### config.mk
export PLATFORM = sky130hd
export DESIGN_NAME = osc_freq_tracker
export DESIGN_NICKNAME = d
export VERILOG_FILES = /design/src/rtl/osc_trk_pkg.sv /design/src/rtl/osc_edge_sync.sv /design/src/rtl/osc_freq_tracker.sv
export SDC_FILE = /design/constraint.sdc
export NUM_CORES = 1
export LEC_CHECK = 0
export BUFFER_PORTS_ARGS = -buffer_cell sky130_fd_sc_hd__buf_2
export CAP_MARGIN = 40
export CORE_MARGIN = 2
export CORE_UTILIZATION = 55
export CTS_CLUSTER_SIZE = 24
export DETAILED_ROUTE_END_ITERATION = 8
export GPL_TIMING_DRIVEN = 0
export HOLD_SLACK_MARGIN = 0.1
export MAX_ROUTING_LAYER = met4
export PLACE_DENSITY = 0.81
export SYNTH_ARGS = -nofsm -noshare
export SYNTH_HDL_FRONTEND = slang
export SYNTH_SLANG_ARGS = --single-unit
### constraint.sdc
create_clock -name clk -period 4.4 [get_ports clk]
set_input_delay 0 -clock clk [delete_from_list [all_inputs] [get_ports clk]]
set_output_delay 0 -clock clk [all_outputs]
set_load 0.05 [all_outputs]
### src/rtl/osc_trk_pkg.sv
// Shared types and constants for the oscillator frequency-tracking loop.
package osc_trk_pkg;

  typedef enum logic [1:0] {
    ST_IDLE    = 2'd0,
    ST_SETTLE  = 2'd1,
    ST_MEASURE = 2'd2,
    ST_UPDATE  = 2'd3
  } trk_state_t;

  localparam int unsigned CTRL_W   = 2;
  localparam logic [CTRL_W-1:0] CTRL_MAX = 2'b11;
  localparam int unsigned INBAND_W = 4;

  localparam int unsigned DEF_CNT_W      = 12;
  localparam int unsigned DEF_WIN_CYC    = 1024;
  localparam int unsigned DEF_SETTLE_CYC = 64;
  localparam int unsigned DEF_LOCK_N     = 4;

endpackage

### src/rtl/osc_edge_sync.sv
// Two-flop synchronizer plus rising-edge detector for one asynchronous oscillator phase.
module osc_edge_sync (
  input  logic clk,
  input  logic rst,
  input  logic async_i,
  output logic edge_o
);

  logic meta_q, sync_q, prev_q;

  always_ff @(posedge clk) begin
    if (rst) begin
      meta_q <= 1'b0;
      sync_q <= 1'b0;
      prev_q <= 1'b0;
    end else begin
      meta_q <= async_i;
      sync_q <= meta_q;
      prev_q <= sync_q;
    end
  end

  // Decoded purely from flops, so the pulse is glitch-free and exactly one cycle wide.
  assign edge_o = sync_q & ~prev_q;

endmodule

### src/rtl/osc_freq_tracker.sv
// Windowed edge-count frequency tracker that steps the oscillator ctrl code and reports lock.
module osc_freq_tracker
  import osc_trk_pkg::*;
#(
  parameter int unsigned CNT_W      = DEF_CNT_W,
  parameter int unsigned WIN_CYC    = DEF_WIN_CYC,
  parameter int unsigned SETTLE_CYC = DEF_SETTLE_CYC,
  parameter int unsigned LOCK_N     = DEF_LOCK_N
) (
  input  logic              clk,
  input  logic              rst,
  input  logic              en,
  input  logic              osc_in,
  input  logic [CNT_W-1:0]  target,
  input  logic [CNT_W-1:0]  tol,
  output logic [CTRL_W-1:0] ctrl,
  output logic              lock,
  output logic [CNT_W-1:0]  meas_cnt,
  output logic              meas_valid
);

  localparam int unsigned TMR_MAX = (WIN_CYC > SETTLE_CYC) ? WIN_CYC : SETTLE_CYC;
  localparam int unsigned TMR_W   = $clog2(TMR_MAX);

  trk_state_t          state_q, state_d;
  logic [TMR_W-1:0]    timer_q, timer_d;
  logic [CNT_W-1:0]    edge_cnt_q, edge_cnt_d;
  logic [CNT_W-1:0]    meas_cnt_q, meas_cnt_d;
  logic                meas_valid_q, meas_valid_d;
  logic [CTRL_W-1:0]   ctrl_q, ctrl_d;
  logic                lock_q, lock_d;
  logic [INBAND_W-1:0] inband_q, inband_d;
  logic                edge_p;
  logic [CNT_W:0]      lo_sum, hi_sum;
  logic                is_slow, is_fast;

  osc_edge_sync u_sync (
    .clk     (clk),
    .rst     (rst),
    .async_i (osc_in),
    .edge_o  (edge_p)
  );

  // One extra bit keeps count+tol and target+tol from wrapping.
  assign lo_sum  = {1'b0, edge_cnt_q} + {1'b0, tol};
  assign hi_sum  = {1'b0, target} + {1'b0, tol};
  assign is_slow = lo_sum < {1'b0, target};
  assign is_fast = {1'b0, edge_cnt_q} > hi_sum;

  always_ff @(posedge clk) begin
    if (rst) begin
      state_q      <= ST_IDLE;
      timer_q      <= '0;
      edge_cnt_q   <= '0;
      meas_cnt_q   <= '0;
      meas_valid_q <= 1'b0;
      ctrl_q       <= '0;
      lock_q       <= 1'b0;
      inband_q     <= '0;
    end else begin
      state_q      <= state_d;
      timer_q      <= timer_d;
      edge_cnt_q   <= edge_cnt_d;
      meas_cnt_q   <= meas_cnt_d;
      meas_valid_q <= meas_valid_d;
      ctrl_q       <= ctrl_d;
      lock_q       <= lock_d;
      inband_q     <= inband_d;
    end
  end

  always_comb begin
    state_d      = state_q;
    timer_d      = timer_q;
    edge_cnt_d   = edge_cnt_q;
    meas_cnt_d   = meas_cnt_q;
    meas_valid_d = 1'b0;
    ctrl_d       = ctrl_q;
    lock_d       = lock_q;
    inband_d     = inband_q;

    if (!en) begin
      // Abort: ctrl and the last measurement survive, loop progress does not.
      state_d    = ST_IDLE;
      timer_d    = '0;
      edge_cnt_d = '0;
      lock_d     = 1'b0;
      inband_d   = '0;
    end else begin
      unique case (state_q)
        ST_IDLE: begin
          state_d = ST_SETTLE;
          timer_d = '0;
        end
        ST_SETTLE: begin
          if (timer_q == TMR_W'(SETTLE_CYC - 1)) begin
            state_d    = ST_MEASURE;
            timer_d    = '0;
            edge_cnt_d = '0;
          end else begin
            timer_d = timer_q + TMR_W'(1);
          end
        end
        ST_MEASURE: begin
          if (edge_p && (edge_cnt_q != {CNT_W{1'b1}})) edge_cnt_d = edge_cnt_q + CNT_W'(1);
          if (timer_q == TMR_W'(WIN_CYC - 1)) begin
            state_d = ST_UPDATE;
            timer_d = '0;
          end else begin
            timer_d = timer_q + TMR_W'(1);
          end
        end
        ST_UPDATE: begin
          meas_cnt_d   = edge_cnt_q;
          meas_valid_d = 1'b1;
          edge_cnt_d   = '0;
          timer_d      = '0;
          if (is_slow || is_fast) begin
            inband_d = '0;
            lock_d   = 1'b0;
            if (is_slow && (ctrl_q != CTRL_MAX)) ctrl_d = ctrl_q + CTRL_W'(1);
            if (is_fast && (ctrl_q != '0))       ctrl_d = ctrl_q - CTRL_W'(1);
          end else begin
            if (inband_q != {INBAND_W{1'b1}}) inband_d = inband_q + INBAND_W'(1);
            lock_d = lock_q | (inband_d == INBAND_W'(LOCK_N));
          end
          // A pinned rail leaves ctrl unchanged, so no settle is needed.
          state_d = (ctrl_d != ctrl_q) ? ST_SETTLE : ST_MEASURE;
        end
        default: state_d = ST_IDLE;
      endcase
    end
  end

  assign ctrl       = ctrl_q;
  assign lock       = lock_q;
  assign meas_cnt   = meas_cnt_q;
  assign meas_valid = meas_valid_q;

endmodule
==> results of run 1 <==
timing repair:
action | 4_1_cts | 5_1_grt
buffers inserted | 0 | 1
setup endpoints to repair | 0 | 4
gates resized for setup | 0 | 2
hold endpoints to repair | 1 | 0
hold buffers | 1 | 0
logic make-up (layout without fill, tap and decap cells):
| kind of cell | Yosys count | in the layout |
|---|---|---|
| AND/OR/NAND/NOR | 173 | 173 |
| adder cells (fa/ha/maj) | 54 | 54 |
| flip-flops | 47 | 47 |
| AO/OA/AOI/OAI | 96 | 96 |
| multiplexers | 1 | 1 |
| buffers and inverters | 29 | 82 |
| XOR/XNOR | 37 | 37 |
worst max-delay path, cell delays in order (launching register included):
cell and delay (ns):
sky130_fd_sc_hd__dfxtp_1 0.48, sky130_fd_sc_hd__ha_1 0.28, sky130_fd_sc_hd__a21oi_1 0.27, sky130_fd_sc_hd__o211ai_1 0.15
sky130_fd_sc_hd__a31oi_1 0.28, sky130_fd_sc_hd__nor2b_1 0.09, sky130_fd_sc_hd__o21a_1 0.20, sky130_fd_sc_hd__o41a_1 0.33
sky130_fd_sc_hd__xnor2_1 0.14, sky130_fd_sc_hd__ha_1 0.36, sky130_fd_sc_hd__nand4_1 0.10, sky130_fd_sc_hd__or4_1 0.47
sky130_fd_sc_hd__o211a_1 0.30, sky130_fd_sc_hd__a22oi_2 0.21, sky130_fd_sc_hd__buf_4 0.18, sky130_fd_sc_hd__nor2_1 0.04
sky130_fd_sc_hd__nor3_1 0.17
where the power goes:
group,total [mW],leakage [nW],internal (mW),switching (mW)
combinational,0.188,1.34,0.0834,0.105
sequential,0.430,0.379,0.427,0.00244
clock,0.269,0.0489,0.115,0.154
registers in the layout, indices dropped and copies added, names as in the netlist:
name and cells:
edge_cnt_q 12, meas_cnt 12, timer_q 10, inband_q 4, ctrl 2, state_q 2
lock 1, meas_valid 1, u_sync.meta_q 1, u_sync.prev_q 1, u_sync.sync_q 1
worst max path at each step:
stage                        endpoint  slack, ns          start  cells after the start
after global placement        ctrl[0]       0.15  edge_cnt_q[1]                     14
final                            lock       0.29  edge_cnt_q[1]                     16
after floorplan           inband_q[2]       0.83  edge_cnt_q[1]                     15
after global routing             lock     -0.007  edge_cnt_q[1]                     16
after CTS                     ctrl[0]       0.09  edge_cnt_q[1]                     14
after detailed placement      ctrl[0]       0.11  edge_cnt_q[1]                     14
through the flow:
step	hold WS (ns)	power, mW
final	0.110	0.887
after global routing	0.169	0.932
after CTS	0.112	0.889
after detailed placement	0.219	0.622
after global placement	0.210	0.617
after floorplan	0.128	0.572
routing by layer:
layer  vias to the layer above  wire length [um]
li1                       1671                 -
met1                      1489              3600
met2                        73              3960
met3                         9               288
met4                         0                63
met5                         -                 0
final cells by class:
class / count / area, um^2
buffer: 5 / 20.0
clock buffer: 5 / 68.8
clock inverter: 3 / 22.5
fill: 585 / 2330
inverter: 24 / 90.1
multi-input combinational: 361 / 2550
sequential: 47 / 941
tap: 77 / 96.3
timing repair buffer: 45 / 233
cells in the mapped netlist (2+ instances only):
cell,count,share of area [%]
sky130_fd_sc_hd__inv_1,24,2.5
sky130_fd_sc_hd__a31o_2,2,0.49
sky130_fd_sc_hd__fa_1,2,1.1
sky130_fd_sc_hd__or3_1,2,0.35
sky130_fd_sc_hd__o21a_1,5,1.0
sky130_fd_sc_hd__a21oi_1,32,4.5
sky130_fd_sc_hd__o2111ai_1,3,0.73
sky130_fd_sc_hd__o21ai_0,16,2.2
sky130_fd_sc_hd__nand2b_1,4,0.70
sky130_fd_sc_hd__a2111oi_0,3,0.73
sky130_fd_sc_hd__clkbuf_1,4,0.42
sky130_fd_sc_hd__a21o_1,5,1.0
sky130_fd_sc_hd__nand4_1,9,1.6
sky130_fd_sc_hd__dfxtp_1,47,26
sky130_fd_sc_hd__ha_1,52,18
sky130_fd_sc_hd__nor2_2,2,0.35
sky130_fd_sc_hd__nand4b_1,2,0.49
sky130_fd_sc_hd__nor2b_1,10,1.7
sky130_fd_sc_hd__nor3_1,9,1.3
sky130_fd_sc_hd__a31oi_1,3,0.52
sky130_fd_sc_hd__xnor2_1,18,4.4
sky130_fd_sc_hd__o211ai_1,3,0.63
sky130_fd_sc_hd__o21bai_1,2,0.42
sky130_fd_sc_hd__a211oi_1,5,1.0
sky130_fd_sc_hd__xor2_1,19,4.6
sky130_fd_sc_hd__nand3_1,17,2.4
sky130_fd_sc_hd__nand2_1,53,5.5
sky130_fd_sc_hd__nor2_1,37,3.9
sky130_fd_sc_hd__nand3b_1,6,1.3
sky130_fd_sc_hd__and3_1,12,2.1
==> results.txt, run 1 <==
----------------------------------------------------
[Setup path]
  Reg-to-reg critical path endpoint ... lock
  Sort of element at the end of the critical path ... flip-flop
  Max FO, Critical Path ... 7
  Crit path launch type ... flip-flop
  Worst Path Required ... between 4 and 5 ns
  Startpoint of the lowest-slack register-to-register path ... edge_cnt_q[1]
  Data arrival at the endpoint of the critical path ... around 4.3 ns
  R2R depth ... 16
  Flop-to-flop setup slack ... around 0.29 ns
  Setup Crit Path Kind ... reg2reg

[Synth]
  Adder-cell share of the synthesized area ... roughly a fifth
  Post-Syn Nets ... 519
  Cell area after synthesis ... around 3600 um^2
  Cell variety after synth ... 59
  Complex-gate fraction of the synthesized area ... 18.2%
  Number of enable flip-flop cells after synthesis ... 0
  Cells after Synth ... around 440
  Total of flip-flops plus latches after synthesis ... 47
  Portion of netlist area occupied by mux cells ... less than 1%
  Sequential share of the synthesized area ... a little over a quarter
  Most instantiated flip-flop cell in the synthesis netlist ... sky130_fd_sc_hd__dfxtp_1
  Xor-xnor portion of the synthesized cell area ... a little under a tenth
  Post-Synthesis Mean Instance Area ... roughly 8 um^2
  Post-Synth Simple-Gate Area ... roughly 24%
  Post-synthesis async set-or-reset flop share ... 0%
  Count of synthesis-stage warnings from yosys ... 0
  Largest family of logic cells by synthesized area ... simple AND/OR/NAND/NOR gates

[Layout]
  Share of post-route cells with drive strength above 1 ... between 10% and 20%
  Finished Layout Cells ... 567
  Number of antenna diodes ... 0
  Area Overhead vs Synth ... 11.9%
  Layout net count ... around 570
  Share of the core filled with cells in the final layout ... between 60 and 70%
  Cell area after layout ... ~4000 um^2
  Highest-count cells in the layout ignoring fill and taps ... 53 x sky130_fd_sc_hd__nand2_1, 52 x sky130_fd_sc_hd__ha_1, 47 x sky130_fd_sc_hd__dfxtp_1
  Most common cell after layout, fill and taps aside ... sky130_fd_sc_hd__nand2_1

[CTS]
  Clock insertion delay at the later pin of the skew report ... approximately 0.31 ns
  Clock tree root buffer cell ... sky130_fd_sc_hd__clkbuf_8
  Clock slew at the register clock pins of the worst setup and hold paths ... ~0.090 ns
  Cts bufs inserted ... 5
  Number of clock sinks seen by CTS ... 47
  TritonCTS clock tree ... built
  Buffer levels on the longest clock path ... 2
  Level count of the clock H-tree ... 2

[Power]
  IR drop worst, VDD ... 212 uV
  Power per cell area ... ~220 nW/um^2
  P_leak ... around 1.8 nW

[Floorplanning]
  Number of primary I/O pins ... 44
  Height of the die ... between 80 and 90 um
  Die area ... ~7000 um^2
  Overall die width ... approximately 85 um
  Core Rows ... 29
  Initial Util ... a little under three fifths
  Std-Cell Core Area ... 6350 um^2

[Timing]
  Relative slew margins ... around 50%
  Final period utilization ... 93.5%
  Maximum achievable frequency ... between 0.2 and 0.25 GHz
  Number of pins exceeding their max-slew limit in the final report ... 0
  Clk_skew ... around 0.0094 ns
  Final sum of negative setup slack ... 0 ns
  Slew at the pin closest to its max-slew limit ... 0.728 ns
  Final-report setup violation count ... 0
  Hold violation count in the final report ... 0
  Final worst path period need ... about 4.1 ns
  Worst Setup Slack, final ... approximately 0.29 ns
  RSZ-0062 raised after global routing ... yes

[Global routing]
  Initial antenna violation count ... 0
  Global-route met3 utilization ... around 3.5%
  Layer with the highest usage after global routing ... met2
  Pin count of the biggest net entering global routing ... 17
  Overflow after GRT ... 0
  Number of global-route vias before repair ... 3174
  Met1 Resource Use GR ... 28.6%
  Global-route met2 utilization ... 41.9%
  First-pass GRT wire length ... approximately 14000 um
  Overall global routing resource usage ... between 20% and 30%

[Placed design]
  IO Port Bufs ... 43
  Pre-CTS worst setup slack ... approximately 0.11 ns
  Placed Area ... between 3000 and 4000 um^2
  Final Wtd Congestion ... 0.895
  Cell Count Post-Placement ... ~560
  Post-detailed-placement half-perimeter wirelength ... ~6300 um

[Routing]
  DRC viols ... 0
  Vias per std cell ... 5.72
  Overall routed net length ... 7920 um
  Average wire per standard cell ... around 14 um
  First drt pass iteration count ... 5
  Total via count in the routed design ... between 3000 and 4000
  Initial drt markers ... 170
  DRT antenna net count ... 0

[Run status]
  Outcome ... complete, no violations

[Job]
  Max Cap Viol ... 0

[Min path]
  Worst min-delay path startpoint ... rst
  Class of the tightest hold or removal check ... in2reg
  Cell count of the worst hold path ... 4
  Hold path endpoint ... inband_q[0]

----------------------------------------------------
No activity file was read; power rests on OpenSTA's default activity.
==> run 2: changes to the inputs <==
--- a/config.mk
+++ b/config.mk
@@ -13,7 +13,6 @@
 export DETAILED_ROUTE_END_ITERATION = 8
 export GPL_TIMING_DRIVEN = 0
 export HOLD_SLACK_MARGIN = 0.1
-export MAX_ROUTING_LAYER = met4
 export PLACE_DENSITY = 0.81
 export SYNTH_ARGS = -nofsm -noshare
 export SYNTH_HDL_FRONTEND = slang
==> run 2 against run 1 <==
Against the previous run: final area rose by 1.2%; combinational power is essentially flat; sequential share of layout area shrank 0.28 points; register-to-register slack got worse by 0.09 ns; clock skew shrank 0.0020 ns; largest power group unchanged; wire length rose by 0.24%; hold slack improved by 0.015 ns; worst setup slack got worse by 0.091 ns; via count rose by 0.34%; non-clock buffer count up 1; clock power grew 38%.
==> results.txt, run 2 (synthesis results as in run 1) <==
----------------------------------------------------
[Global routing]
  Overall global routing resource usage ... 22.8% (-0.85 points)
  First-pass GRT wire length ... 13700 um (-1.0%)
  Pin count of the biggest net entering global routing ... 15 (-2)
  Number of global-route vias before repair ... 3082 (-2.9%)
  Initial antenna violation count ... 0 (unchanged)
  Overflow after GRT ... 0 (unchanged)

[Power]
  Reported net switching power ... 0.250 mW (-4.4%)
  Fraction of power spent switching nets ... 25.3% (-4.2 points)
  Cell Int Power ... 0.739 mW (+18%)
  Combinational cell fraction of total power ... 19.0% (-2.2 points)
  IR drop worst, VDD ... 270 uV (+28%)
  Power per cell area ... 243 nW/um^2 (+10%)
  Overall Power ... 0.988 mW (+11%)
  Proportion of power drawn by the clock network ... 37.5% (+7.2 points)
  Seq pwr share ... 43.5% (-5.0 points)
  P_leak ... 1.79 nW (+1.2%)

[Layout]
  Multi-input gate area ... 2550 um^2 (unchanged)
  Area Overhead vs Synth ... 13.2%
  Layout net count ... 572 (+0.18%)
  Seq. cell area ... 941 um^2 (unchanged)
  Layout filler cell count ... 557 (-4.8%)
  Share of post-route cells with drive strength above 1 ... 14.3% (-0.029 points)
  Most common cell after layout, fill and taps aside ... sky130_fd_sc_hd__nand2_1
  Cell area after layout ... 4070 um^2 (+1.2%)
  Number of antenna diodes ... 0 (unchanged)
  Highest-count cells in the layout ignoring fill and taps ... 53 x sky130_fd_sc_hd__nand2_1, 52 x sky130_fd_sc_hd__ha_1, 47 x sky130_fd_sc_hd__dfxtp_1
  Finished Layout Cells ... 568 (+0.18%)

[Setup path]
  Crit path launch type ... flip-flop
  Flop-to-flop setup slack ... 0.20 ns (-0.09 ns)
  Setup Crit Path Kind ... reg2reg
  Worst Path Required ... 4.62 ns (about the same)
  Sort of element at the end of the critical path ... flip-flop
  Startpoint of the lowest-slack register-to-register path ... edge_cnt_q[1]
  R2R depth ... 16 (unchanged)
  Data arrival at the endpoint of the critical path ... 4.43 ns (+0.09 ns)
  Reg-to-reg critical path endpoint ... inband_q[3]
  Max FO, Critical Path ... 7 (unchanged)

[Routing]
  Average wire per standard cell ... 14.0 um (about the same)
  Vias per std cell ... 5.73 (+0.16%)
  DRT antenna net count ... 0 (unchanged)
  Total via count in the routed design ... 3253 (+0.34%)
  DRC viols ... 0 (unchanged)
  Overall routed net length ... 7930 um (+0.24%)
  First drt pass iteration count ... 4 (-1)
  Initial drt markers ... 134 (-21%)

[Floorplanning]
  Height of the die ... 84.8 um (unchanged)
  Number of primary I/O pins ... 44 (unchanged)
  Die area ... 7200 um^2 (unchanged)
  Initial Util ... 56.6% (unchanged)
  Std-Cell Core Area ... 6350 um^2 (unchanged)
  Core Rows ... 29 (unchanged)
  Overall die width ... 84.8 um (unchanged)

[Min path]
  Cell count of the worst hold path ... 4 (unchanged)
  Class of the tightest hold or removal check ... in2reg
  Worst min-delay path startpoint ... rst
  Hold path endpoint ... inband_q[0]

[Timing]
  Hold violation count in the final report ... 0 (unchanged)
  Final period utilization ... 95.5% (+2.1 points)
  Final-report setup violation count ... 0 (unchanged)
  Clk_skew ... 0.00741 ns (-0.00197 ns)
  Number of pins exceeding their max-slew limit in the final report ... 0 (unchanged)
  Slew at the pin closest to its max-slew limit ... 0.612 ns (-0.116 ns)
  Final worst hold slack ... 0.125 ns (+0.0154 ns)
  Maximum achievable frequency ... 0.238 GHz (-2.2%)
  Relative slew margins ... 58.2% (+8.0 points)
  Final worst path period need ... 4.20 ns (+0.0907 ns)

[Placed design]
  IO Port Bufs ... 43 (unchanged)
  Placed Area ... 3910 um^2 (unchanged)
  Cell Count Post-Placement ... 557 (unchanged)
  Post-detailed-placement half-perimeter wirelength ... 6270 um (-1.0%)
  Final Wtd Congestion ... 0.896 (about the same)

[Run status]
  Outcome ... complete, no violations

[CTS]
  Number of clock sinks seen by CTS ... 47 (unchanged)
  Clock tree root buffer cell ... sky130_fd_sc_hd__clkbuf_8
  Cts bufs inserted ... 5 (unchanged)
  Clock insertion delay at the later pin of the skew report ... 0.30 ns (about the same)
  Clock slew at the register clock pins of the worst setup and hold paths ... 0.09 ns (about the same)
  Buffer levels on the longest clock path ... 2 (unchanged)
  Level count of the clock H-tree ... 2 (unchanged)
  TritonCTS clock tree ... built

[Job]
  Max Cap Viol ... 0 (unchanged)

----------------------------------------------------
==> run 2: worst max-delay path, stage by stage (launching register included) <==
cell and delay [ns]:
sky130_fd_sc_hd__dfxtp_1 0.47, sky130_fd_sc_hd__ha_1 0.28, sky130_fd_sc_hd__a21oi_1 0.29, sky130_fd_sc_hd__o211ai_1 0.16, sky130_fd_sc_hd__a31oi_1 0.29, sky130_fd_sc_hd__nor2b_1 0.08
sky130_fd_sc_hd__o21a_1 0.21, sky130_fd_sc_hd__o41a_1 0.34, sky130_fd_sc_hd__xnor2_1 0.14, sky130_fd_sc_hd__ha_1 0.34, sky130_fd_sc_hd__nand4_1 0.12, sky130_fd_sc_hd__or4_1 0.47
sky130_fd_sc_hd__o211a_1 0.28, sky130_fd_sc_hd__a22oi_2 0.26, sky130_fd_sc_hd__buf_4 0.17, sky130_fd_sc_hd__a21oi_1 0.07, sky130_fd_sc_hd__nor3_1 0.16
==> run 2: worst max path at each step <==
stage | start | end | slack [ns] | cells past startpoint
final | edge_cnt_q[1] | inband_q[3] | 0.20 | 16
after global routing | edge_cnt_q[1] | inband_q[3] | -0.03 | 16
after CTS | edge_cnt_q[1] | ctrl[0] | 0.03 | 14
after detailed placement | edge_cnt_q[1] | ctrl[0] | 0.08 | 14
after global placement | edge_cnt_q[1] | ctrl[0] | 0.16 | 14
after floorplan | edge_cnt_q[1] | inband_q[2] | 0.83 | 15
==> run 2: metrics by stage <==
step	utilization (%)	setup slack [ns]	TNS (ns)
floorplan	-	0.830	0
global placement	61.5	0.159	0
detailed placement	61.5	0.0797	0
CTS	63.7	0.0310	0
global route	64.1	-0.0263	-0.0403
finish	64.1	0.196	0
==> run 2: repair_timing <==
item | 4_1_cts | 5_1_grt
hold endpoints to repair | 1 | 0
endpoints found under the setup margin | 0 | 3
setup buffers | 0 | 2
hold buffers | 1 | 0
gates resized for setup | 0 | 2
==> run 2: final cells by class <==
class	count	area share, %
timing repair buffer	46	5.90
clock inverter	2	1.48
buffer	5	0.492
sequential	47	23.1
tap	77	2.37
clock buffer	6	1.78
inverter	24	2.21
multi-input combinational	361	62.6
==> run 2: metal layers <==
metal | vias to the layer above | wire, um | GRT usage [%]
li1 | 1675 | - | -
met1 | 1502 | 3610 | 28.3
met2 | 59 | 3970 | 41.4
met3 | 17 | 229 | 3.40
met4 | 0 | 125 | 5.92
met5 | - | 0 | 0
==> run 2: power groups by stage <==
stage | clock [mW] | sequential (mW) | combinational (mW)
finish | 0.371 | 0.429 | 0.188
global route | 0.392 | 0.430 | 0.215
CTS | 0.376 | 0.429 | 0.184
detailed placement | 0 | 0.439 | 0.182
global placement | 0 | 0.439 | 0.177
floorplan | 0 | 0.439 | 0.133
==> run 3: changes to the inputs <==
--- a/config.mk
+++ b/config.mk
@@ -8,12 +8,13 @@
 export BUFFER_PORTS_ARGS = -buffer_cell sky130_fd_sc_hd__buf_2
 export CAP_MARGIN = 40
 export CORE_MARGIN = 2
-export CORE_UTILIZATION = 55
+export CORE_UTILIZATION = 59
+export CTS_BUF_LIST = sky130_fd_sc_hd__clkbuf_16
 export CTS_CLUSTER_SIZE = 24
 export DETAILED_ROUTE_END_ITERATION = 8
 export GPL_TIMING_DRIVEN = 0
 export HOLD_SLACK_MARGIN = 0.1
-export PLACE_DENSITY = 0.81
+export PLACE_DENSITY_LB_ADDON = 0.08
 export SYNTH_ARGS = -nofsm -noshare
 export SYNTH_HDL_FRONTEND = slang
 export SYNTH_SLANG_ARGS = --single-unit
==> run 3 against run 2 <==
Against the previous run: wire length is 0.20% lower; critical path depth is 2 lower; first-iteration DRC count is 2.2% higher; die area is 6.5% lower; global-route usage is 2.4 points higher; register-to-register slack better by 0.06 ns; final area is 0.71% higher; utilization is 5.1 points higher; clock skew is 0.0010 ns higher; combinational power hardly changed; sequential power hardly changed; highest routed layer unchanged.
==> results.txt, run 3 (synthesis results as in run 1) <==
----------------------------------------------------
[CTS]
  Level count of the clock H-tree ... 2 (unchanged)
  Buffer levels on the longest clock path ... 2 (unchanged)
  TritonCTS clock tree ... built
  Cts bufs inserted ... 5 (unchanged)
  Clock insertion delay at the later pin of the skew report ... 0.29 ns (about the same)
  Clock slew at the register clock pins of the worst setup and hold paths ... 0.06 ns (-0.03 ns)
  Clock tree root buffer cell ... sky130_fd_sc_hd__clkbuf_16
  Number of clock sinks seen by CTS ... 47 (unchanged)

[Routing]
  Average wire per standard cell ... 14.0 um (+0.33%)
  Total via count in the routed design ... 3257 (+0.12%)
  Vias per std cell ... 5.76 (+0.65%)
  Initial drt markers ... 137 (+2.2%)
  DRC viols ... 0 (unchanged)
  Overall routed net length ... 7920 um (-0.20%)
  DRT antenna net count ... 0 (unchanged)
  First drt pass iteration count ... 4 (unchanged)

[Layout]
  Finished Layout Cells ... 565 (-0.53%)
  Layout net count ... 571 (-0.17%)
  Most common cell after layout, fill and taps aside ... sky130_fd_sc_hd__nand2_1
  Highest-count cells in the layout ignoring fill and taps ... 53 x sky130_fd_sc_hd__nand2_1, 52 x sky130_fd_sc_hd__ha_1, 47 x sky130_fd_sc_hd__dfxtp_1
  Multi-input gate area ... 2550 um^2 (unchanged)
  Area Overhead vs Synth ... 14.0%
  Share of the core filled with cells in the final layout ... 69.2% (+5.1 points)
  Number of antenna diodes ... 0 (unchanged)
  Seq. cell area ... 941 um^2 (unchanged)
  Cell area after layout ... 4100 um^2 (+0.71%)
  Share of post-route cells with drive strength above 1 ... 14.3% (+0.029 points)
  Layout filler cell count ... 511 (-8.3%)

[Timing]
  Final worst path period need ... 4.14 ns (-0.0592 ns)
  Final period utilization ... 94.2% (-1.3 points)
  Final sum of negative setup slack ... 0 ns (unchanged)
  Hold violation count in the final report ... 0 (unchanged)
  Clk_skew ... 0.00843 ns (+0.00103 ns)
  Worst Setup Slack, final ... 0.255 ns (+0.0592 ns)
  Number of pins exceeding their max-slew limit in the final report ... 0 (unchanged)
  Relative slew margins ... 56.3% (-1.9 points)
  Final-report setup violation count ... 0 (unchanged)
  Final worst hold slack ... 0.143 ns (+0.0180 ns)
  Maximum achievable frequency ... 0.241 GHz (+1.4%)
  Slew at the pin closest to its max-slew limit ... 0.639 ns (+0.0271 ns)

[Min path]
  Worst min-delay path startpoint ... rst
  Cell count of the worst hold path ... 4 (unchanged)
  Hold path endpoint ... ctrl[1]
  Class of the tightest hold or removal check ... in2reg

[Floorplanning]
  Number of primary I/O pins ... 44 (unchanged)
  Overall die width ... 82.0 um (-3.3%)
  Height of the die ... 82.0 um (-3.3%)
  Die area ... 6730 um^2 (-6.5%)
  Initial Util ... 60.7% (+4.1 points)
  Std-Cell Core Area ... 5920 um^2 (-6.8%)
  Core Rows ... 28 (-3.4%)

[Global routing]
  Pin count of the biggest net entering global routing ... 17 (+2)
  Initial antenna violation count ... 0 (unchanged)
  Overall global routing resource usage ... 25.2% (+2.4 points)
  Number of global-route vias before repair ... 3012 (-2.3%)
  Overflow after GRT ... 0 (unchanged)
  First-pass GRT wire length ... 13300 um (-2.8%)

[Power]
  Fraction of power spent switching nets ... 25.7% (+0.45 points)
  P_leak ... 1.80 nW (+0.57%)
  Cell Int Power ... 0.781 mW (+5.7%)
  Reported net switching power ... 0.270 mW (+8.3%)
  Power per cell area ... 257 nW/um^2 (+5.6%)
  Proportion of power drawn by the clock network ... 41.2% (+3.7 points)
  Combinational cell fraction of total power ... 17.9% (-1.1 points)
  Seq pwr share ... 40.9% (-2.6 points)
  IR drop worst, VDD ... 198 uV (-27%)
  Overall Power ... 1.05 mW (+6.4%)

[Setup path]
  Sort of element at the end of the critical path ... flip-flop
  R2R depth ... 14 (-2)
  Startpoint of the lowest-slack register-to-register path ... edge_cnt_q[1]
  Worst Path Required ... 4.57 ns (-0.05 ns)
  Data arrival at the endpoint of the critical path ... 4.32 ns (-0.11 ns)
  Reg-to-reg critical path endpoint ... ctrl[0]
  Max FO, Critical Path ... 7 (unchanged)
  Setup Crit Path Kind ... reg2reg
  Crit path launch type ... flip-flop
  Flop-to-flop setup slack ... 0.26 ns (+0.06 ns)

[Run status]
  Outcome ... complete, no violations

[Placed design]
  Pre-CTS worst setup slack ... 0.103 ns (+0.0236 ns)
  Cell Count Post-Placement ... 555 (-0.36%)
  IO Port Bufs ... 43 (unchanged)
  Placed Area ... 3900 um^2 (about the same)
  Final Wtd Congestion ... 0.899 (+0.36%)
  Post-detailed-placement half-perimeter wirelength ... 6340 um (+1.1%)

[Job]
  Max Cap Viol ... 0 (unchanged)

----------------------------------------------------
-- run 3: area by class of cell --
type                       instances  share of cell area (%)
multi-input combinational        361                    62.2
sequential                        47                    23.0
timing repair buffer              45                    5.68
clock buffer                       5                    3.05
tap                               75                    2.29
inverter                          24                    2.20
clock inverter                     3                    1.13
buffer                             5                   0.489
-- run 3: routing by layer --
layer / track usage (%) / up-vias / wire length (um) / share of wire, %
met5: 0 / - / 0 / 0
li1: - / 1677 / - / -
met3: 3.85 / 11 / 208 / 2.6
met2: 45.2 / 45 / 3860 / 49
met4: 7.50 / 0 / 104 / 1.3
met1: 31.0 / 1524 / 3750 / 47
-- run 3: worst max-delay path by stage --
stage                  start           to  slack (ns)
2_1_floorplan  edge_cnt_q[1]  inband_q[2]        0.83
3_3_place_gp   edge_cnt_q[1]      ctrl[0]        0.17
3_5_place_dp   edge_cnt_q[1]      ctrl[0]        0.10
4_1_cts        edge_cnt_q[1]      ctrl[0]        0.08
5_1_grt        edge_cnt_q[1]         lock       -0.01
6_report       edge_cnt_q[1]      ctrl[0]        0.26
-- run 3: repair_timing --
action,in CTS,in global routing
resized for setup,0,2
setup endpoints to repair,0,3
hold buffers,1,0
buffers inserted,0,1
endpoints found under the hold margin,1,0
-- run 3: critical path, cell delays in order, from the launching register on --
cell and delay, ns:
sky130_fd_sc_hd__dfxtp_1 0.48, sky130_fd_sc_hd__ha_1 0.29, sky130_fd_sc_hd__a21oi_1 0.29, sky130_fd_sc_hd__o211ai_1 0.16
sky130_fd_sc_hd__a31oi_1 0.26, sky130_fd_sc_hd__nor2b_1 0.09, sky130_fd_sc_hd__o21a_1 0.20, sky130_fd_sc_hd__o41a_1 0.33
sky130_fd_sc_hd__xnor2_1 0.14, sky130_fd_sc_hd__ha_1 0.34, sky130_fd_sc_hd__a2111oi_2 0.45, sky130_fd_sc_hd__o211a_1 0.30
sky130_fd_sc_hd__nand3b_2 0.15, sky130_fd_sc_hd__a21oi_1 0.20, sky130_fd_sc_hd__mux2_2 0.35
-- run 3: power by group through the flow --
stage | Combinational [mW] | Clock, mW | Sequential, mW
2_1_floorplan | 0.133 | 0 | 0.439
3_3_place_gp | 0.177 | 0 | 0.440
3_5_place_dp | 0.183 | 0 | 0.439
4_1_cts | 0.185 | 0.438 | 0.430
5_1_grt | 0.213 | 0.455 | 0.430
6_report | 0.188 | 0.433 | 0.430
